### src/rtl/store_pkg.sv
// Shared definitions for the store narrowing path: size codes, FSM states,
// lane geometry and request classification helpers.
package store_pkg;

   localparam logic [1:0] SZ_BYTE = 2'b00;
   localparam logic [1:0] SZ_HALF = 2'b01;
   localparam logic [1:0] SZ_WORD = 2'b10;

   localparam int LANE_W    = 8;
   localparam int HALF_W    = 16;
   localparam int WORD_W    = 32;
   localparam int NUM_LANES = WORD_W / LANE_W;

   typedef enum logic [2:0] {
      ST_IDLE,
      ST_RD,
      ST_WAIT,
      ST_WR,
      ST_DONE,
      ST_ERR
   } state_e;

   // Illegal size code or a store not naturally aligned to its width.
   function automatic logic is_bad(input logic [1:0] size, input logic [1:0] off);
      logic bad;
      bad = 1'b1;
      case (size)
         SZ_BYTE: bad = 1'b0;
         SZ_HALF: bad = off[0];
         SZ_WORD: bad = (off != 2'b00);
         default: bad = 1'b1;
      endcase
      return bad;
   endfunction

   // Narrowing loses information when sign-extension cannot rebuild the register.
   function automatic logic is_lossy(input logic [1:0] size, input logic [WORD_W-1:0] data);
      logic lossy;
      lossy = 1'b0;
      case (size)
         SZ_BYTE: lossy = (data[WORD_W-1:LANE_W] != {(WORD_W-LANE_W){data[LANE_W-1]}});
         SZ_HALF: lossy = (data[WORD_W-1:HALF_W] != {(WORD_W-HALF_W){data[HALF_W-1]}});
         default: lossy = 1'b0;
      endcase
      return lossy;
   endfunction

endpackage

### src/rtl/byte_lane_merge.sv
// Combinational little-endian merge of a narrowed store into an existing word.
// Shared with the store-buffer block, so it carries no state.
module byte_lane_merge
   import store_pkg::*;
(
   input  logic [WORD_W-1:0] old_word,
   input  logic [WORD_W-1:0] new_data,
   input  logic [1:0]        size,
   input  logic [1:0]        off,
   output logic [WORD_W-1:0] merged
);

   logic [NUM_LANES-1:0][LANE_W-1:0] old_l;
   logic [NUM_LANES-1:0][LANE_W-1:0] new_l;
   logic [NUM_LANES-1:0][LANE_W-1:0] out_l;

   assign old_l  = old_word;
   assign new_l  = new_data;
   assign merged = out_l;

   for (genvar i = 0; i < NUM_LANES; i++) begin : g_lane
      logic              we;
      logic [LANE_W-1:0] src;

      // Narrow stores always source from the low lanes of the register.
      always_comb begin
         we  = 1'b0;
         src = new_l[i];
         case (size)
            SZ_BYTE: begin
               we  = (off == 2'(i));
               src = new_l[0];
            end
            SZ_HALF: begin
               we  = (off[1] == 1'(i / 2));
               src = new_l[i % 2];
            end
            SZ_WORD: we = 1'b1;
            default: we = 1'b0;
         endcase
      end

      assign out_l[i] = we ? src : old_l[i];
   end

endmodule

### src/rtl/store_narrow_unit.sv
// Store narrowing unit: truncates a register to byte/half/word and writes it to
// word-only memory via read-modify-write. Optional lossy-truncation flag: STORE_TRUNC_CHECK_EN.
module store_narrow_unit
   import store_pkg::*;
#(
   parameter int ADDR_W = 10,
   parameter int RD_LAT = 1
) (
   input  logic              clk,
   input  logic              rst,
   input  logic              req_valid,
   output logic              req_ready,
   input  logic [31:0]       req_addr,
   input  logic [31:0]       req_data,
   input  logic [1:0]        req_size,
   output logic              done,
   output logic              misalign_err,
   output logic              trunc_ovf,
   output logic [ADDR_W-1:0] mem_addr,
   output logic              mem_rd_en,
   input  logic [31:0]       mem_rdata,
   output logic              mem_wr_en,
   output logic [31:0]       mem_wdata
);

   localparam logic [1:0] WAIT_INIT = 2'(RD_LAT - 1);

   state_e            state_q, state_d;
   logic [ADDR_W+1:0] addr_q, addr_d;
   logic [31:0]       data_q, data_d;
   logic [31:0]       rdata_q, rdata_d;
   logic [1:0]        size_q, size_d;
   logic [1:0]        cnt_q, cnt_d;
   logic              accept;
   logic              req_bad;
   logic [31:0]       merged;
   logic              unused_addr_hi;

   assign accept         = req_valid && (state_q == ST_IDLE);
   assign req_bad        = is_bad(req_size, req_addr[1:0]);
   assign unused_addr_hi = ^req_addr[31:ADDR_W+2];

   always_comb begin
      state_d = state_q;
      addr_d  = addr_q;
      data_d  = data_q;
      rdata_d = rdata_q;
      size_d  = size_q;
      cnt_d   = cnt_q;
      case (state_q)
         ST_IDLE: begin
            if (accept) begin
               addr_d = req_addr[ADDR_W+1:0];
               data_d = req_data;
               size_d = req_size;
               if (req_bad)                  state_d = ST_ERR;
               else if (req_size == SZ_WORD) state_d = ST_WR;
               else                          state_d = ST_RD;
            end
         end
         ST_RD: begin
            state_d = ST_WAIT;
            cnt_d   = WAIT_INIT;
         end
         // Read data lands on the final WAIT cycle, RD_LAT cycles after the strobe.
         ST_WAIT: begin
            if (cnt_q == 2'd0) begin
               rdata_d = mem_rdata;
               state_d = ST_WR;
            end else begin
               cnt_d = cnt_q - 2'd1;
            end
         end
         ST_WR:   state_d = ST_DONE;
         ST_DONE: state_d = ST_IDLE;
         ST_ERR:  state_d = ST_IDLE;
         default: state_d = ST_IDLE;
      endcase
   end

   always_ff @(posedge clk) begin
      if (rst) begin
         state_q <= ST_IDLE;
         addr_q  <= '0;
         data_q  <= '0;
         rdata_q <= '0;
         size_q  <= SZ_BYTE;
         cnt_q   <= '0;
      end else begin
         state_q <= state_d;
         addr_q  <= addr_d;
         data_q  <= data_d;
         rdata_q <= rdata_d;
         size_q  <= size_d;
         cnt_q   <= cnt_d;
      end
   end

   byte_lane_merge u_merge (
      .old_word (rdata_q),
      .new_data (data_q),
      .size     (size_q),
      .off      (addr_q[1:0]),
      .merged   (merged)
   );

   assign req_ready    = (state_q == ST_IDLE);
   assign done         = (state_q == ST_DONE) || (state_q == ST_ERR);
   assign misalign_err = (state_q == ST_ERR);
   assign mem_rd_en    = (state_q == ST_RD);
   // Reset in the write cycle must suppress the strobe before the edge commits it.
   assign mem_wr_en    = (state_q == ST_WR) && !rst;
   assign mem_addr     = addr_q[ADDR_W+1:2];
   assign mem_wdata    = (state_q == ST_WR) ? merged : '0;

`ifdef STORE_TRUNC_CHECK_EN
   logic trunc_q, trunc_d;

   always_comb begin
      trunc_d = trunc_q;
      if (accept) trunc_d = !req_bad && is_lossy(req_size, req_data);
   end

   always_ff @(posedge clk) begin
      if (rst) trunc_q <= 1'b0;
      else     trunc_q <= trunc_d;
   end

   assign trunc_ovf = (state_q == ST_DONE) && trunc_q;
`else
   assign trunc_ovf = 1'b0;
`endif

endmodule

### config.mk
export PLATFORM = sky130hd
export DESIGN_NAME = store_narrow_unit
export DESIGN_NICKNAME = d
export VERILOG_FILES = /design/src/rtl/store_pkg.sv /design/src/rtl/byte_lane_merge.sv /design/src/rtl/store_narrow_unit.sv
export SDC_FILE = /design/constraint.sdc
export NUM_CORES = 1
export LEC_CHECK = 0
export CAP_MARGIN = 20
export CORE_UTILIZATION = 45
export DETAILED_ROUTE_END_ITERATION = 10
export PLACE_DENSITY_LB_ADDON = 0.3
export SKIP_LAST_GASP = 1
export SLEW_MARGIN = 5
export SYNTH_ARGS = -nofsm -noshare
export SYNTH_HDL_FRONTEND = slang
export SYNTH_SLANG_ARGS = --single-unit
### constraint.sdc
create_clock -name clk -period 2.35 [get_ports clk]
set_clock_uncertainty 0.05 [all_clocks]
set_input_delay 0.705 -clock clk [delete_from_list [all_inputs] [get_ports clk]]
set_output_delay 0.705 -clock clk [all_outputs]
set_load 0.02 [all_outputs]
==> out/qor.json <==
{
  "outcome": {"value": "complete, but fails checks"},
  "violations_in_the_final_reports": {"value": "setup timing"},
  "cp-start-kind": {"value": "register"},
  "worst_path_max_delay_cell": {"value": "dfxtp_4"},
  "period_share": {"value": 107.0, "unit": "%"},
  "number_of_buffers_added_by_the_clock_tree_synthesis_step": {"value": 9},
  "grt_util_met2": {"value": 42.47, "unit": "%"},
  "wire_per_inst": {"value": 15.79, "unit": "um"},
  "synth_sequential_area_ratio": {"value": 41.14, "unit": "%"},
  "dp_cells": {"value": 749},
  "timing.critical_path.fanout_max": {"value": 8},
  "mappedNetlistArea": {"value": 4039, "unit": "um2"},
  "grt_use_total": {"value": 25.30, "unit": "%"},
  "fill_cells": {"value": 722},
  "detail-route-antenna-nets": {"value": 0},
  "utilization_of_the_core_after_routing": {"value": 67.86, "unit": "%"},
  "die_width": {"value": 96.74, "unit": "um"},
  "cap_viol_max_count": {"value": 0},
  "die-area": {"value": 9358, "unit": "um2"},
  "maximum_ir_drop_on_the_vdd_rail": {"value": 0.0003022, "unit": "V"},
  "endpoint_kind": {"value": "primary output"},
  "grt_start_max_net_pins": {"value": 84},
  "post-route-drc-count": {"value": 0},
  "grt.busiest_layer": {"value": "met2"},
  "leakagePower": {"value": 2.126, "unit": "nW"},
  "dr_vias": {"value": 4169},
  "synth_edf_count": {"value": 0},
  "synth_area_per_cell": {"value": 7.549, "unit": "um2"},
  "vias_per_cell": {"value": 5.421},
  "worst_slew_pin_slew": {"value": 852.7, "unit": "ps"},
  "routed_wl": {"value": 12140, "unit": "um"},
  "worst_skew_pair.late_latency": {"value": 350, "unit": "ps"},
  "hold_viol": {"value": 0},
  "place_area": {"value": 5403, "unit": "um2"},
  "worst-r2r-setup-slack": {"value": 810, "unit": "ps"},
  "power_density": {"value": 625.3, "unit": "nW/um2"},
  "worstSetupPathType": {"value": "register to primary output"},
  "fin_nets": {"value": 760},
  "drive_above_1_share": {"value": 22.69, "unit": "%"},
  "die_height": {"value": 96.74, "unit": "um"},
  "period_minus_slack": {"value": 2514, "unit": "ps"},
  "start_util": {"value": 46.31, "unit": "%"},
  "worstPathRequired": {"value": 1590, "unit": "ps"},
  "cts_buffer_depth": {"value": 2},
  "grt_overflow": {"value": 0},
  "drt_iter0_markers": {"value": 269},
  "critical_path.max_stage_delay": {"value": 430, "unit": "ps"},
  "use_met1": {"value": 31.64, "unit": "%"},
  "dp_slack": {"value": -331.9, "unit": "ps"},
  "critPathArrivalTime": {"value": 1760, "unit": "ps"},
  "critical-path-top-delay-family": {"value": "flip-flops"},
  "max_freq": {"value": 0.3977, "unit": "GHz"},
  "fin_hold_ws": {"value": 408.6, "unit": "ps"},
  "synthesis.instances": {"value": 535},
  "finalInstanceArea": {"value": 5918, "unit": "um2"},
  "netlist_top_cells_count": {"value": "160 x nand2_1, 105 x a21oi_1, 83 x dfxtp_1"},
  "syn_nets": {"value": 637},
  "report.final.slew_viol_count": {"value": 0},
  "setup_repair_after_global_routing_missed_its_margin": {"value": "true"},
  "htreeDepth": {"value": 3},
  "final_critical_path_setup_slack": {"value": -164.2, "unit": "ps"},
  "diodes": {"value": 0},
  "first_global_vias": {"value": 4067},
  "synthDominantCellAreaShare": {"value": 41.14, "unit": "%"},
  "yosys.cell_count.top_type": {"value": "nand2_1"},
  "syn2layout_area_growth": {"value": 46.53, "unit": "%"},
  "critical_path_cell_by_cell": {"value": "and2_2 > buf_4 > o21ai_0 > a21oi_1 > buf_2"},
  "postSynth.topFlopCell": {"value": "dfxtp_1"},
  "antenna_violations_before_repair": {"value": 0},
  "yosysWarningCount": {"value": 0},
  "place.gp.congestion": {"value": 0.8995},
  "yosys_register_bits": {"value": 83},
  "grt_first_pass_wirelength": {"value": 19240, "unit": "um"},
  "drt_pass1_iterations": {"value": 5},
  "estimated_wirelength_of_the_detail_placed_design": {"value": 8278, "unit": "um"},
  "final.setup.tns": {"value": -3331, "unit": "ps"},
  "cts_sinks": {"value": 83},
  "critPathBufInv": {"value": 2},
  "yosysUniqueCellTypes": {"value": 38},
  "total_of_endpoints_with_negative_setup_slack_in_the_final_report": {"value": 32},
  "fp.coreArea": {"value": 8721, "unit": "um2"},
  "hold_buffers": {"value": 0},
  "synthTopCellsByArea": {"value": "dfxtp_1 41%, nand2_1 15%, a21oi_1 13%"},
  "cts_tree": {"value": "yes"},
  "relSlewSlack": {"value": 43.15, "unit": "%"},
  "layout.cells.non_filler": {"value": 769},
  "top_level_ports": {"value": 149},
  "min-delay-path-class": {"value": "register to register"},
  "clk_pin_slew": {"value": 80, "unit": "ps"},
  "post-synth-top-area-cell": {"value": "dfxtp_1"},
  "clock_root_buffer": {"value": "clkbuf_8"},
  "total_power": {"value": 3.700, "unit": "mW"},
  "async_reset_ff_share": {"value": 0, "unit": "%"},
  "grt.met3_usage": {"value": 4.408, "unit": "%"},
  "placement.io_buffers": {"value": 127},
  "placementRows": {"value": 34}
}
[tightest hold or removal path, stage by stage, from the launching register on]
cell and delay (ps):
dfxtp_1 320, nand2_1 50, a21oi_1 50
[routing by layer]
metal  up-vias  wire length [um]  part of all wire (%)
met5         -                 0                     0
li1       2032                 -                     -
met2       167              5991                    49
met4         0               312                   2.6
met1      1944              5024                    41
met3        26               815                   6.7
[cell usage in the layout, fill, tap and decap left out, types with 12 or more instances in the layout]
| cell | n |
|---|---|
| dfxtp_1 | 80 |
| a211oi_2 | 14 |
| buf_4 | 50 |
| nand3_1 | 14 |
| nor2_1 | 23 |
| mux2i_4 | 12 |
| buf_6 | 12 |
| a21oi_1 | 96 |
| nand2_1 | 159 |
| clkdlybuf4s50_1 | 89 |
[state kept, by name, summed over array words and instances (netlist names)]
name,flops
state_q,3
rdata_q,32
addr_q,12
size_q,2
data_q,32
cnt_q,2
[cell type report]
class                           count  area [um2]  share of cell area, %
Tap cell                          108       135.1                  2.283
Clock buffer                       11       141.4                  2.389
Sequential cell                    83        1670                  28.22
Clock inverter                      3       40.04                 0.6765
Multi-Input combinational cell    394        2361                  39.89
Timing Repair Buffer              166        1555                  26.28
Inverter                            4       15.01                 0.2537
[report_power, final]
part | internal [mW] | switching [mW]
Clock | 0.506 | 0.480
Sequential | 1.52 | 0.113
Combinational | 0.506 | 0.571
Total | 2.54 | 1.16
[repair_timing]
item	4_1_cts	5_1_grt
pin swaps	11	18
setup endpoints to repair	36	33
gates cloned	2	0
setup buffers	0	5
gates resized for setup	213	48
[cells by family after synthesis]
group	Yosys count	synth area share, %
AO/OA/AOI/OAI	151	22.18
adder cells (fa/ha/maj)	1	0.3097
buffers and inverters	59	8.364
flip-flops	83	41.14
multiplexers	24	5.948
other	1	0.09285
AND/OR/NAND/NOR	216	21.96
[path summary, 6_finish.rpt]
path / from / to / depth (start not counted)
setup reg to reg: state_q[0] / data_q[24] / 6
hold / removal: addr_q[9] / addr_q[9] / 2
setup / recovery: size_q[1] / mem_wdata[5] / 5
hold reg to reg: addr_q[9] / addr_q[9] / 2
Power figures use the tool's default switching activity.
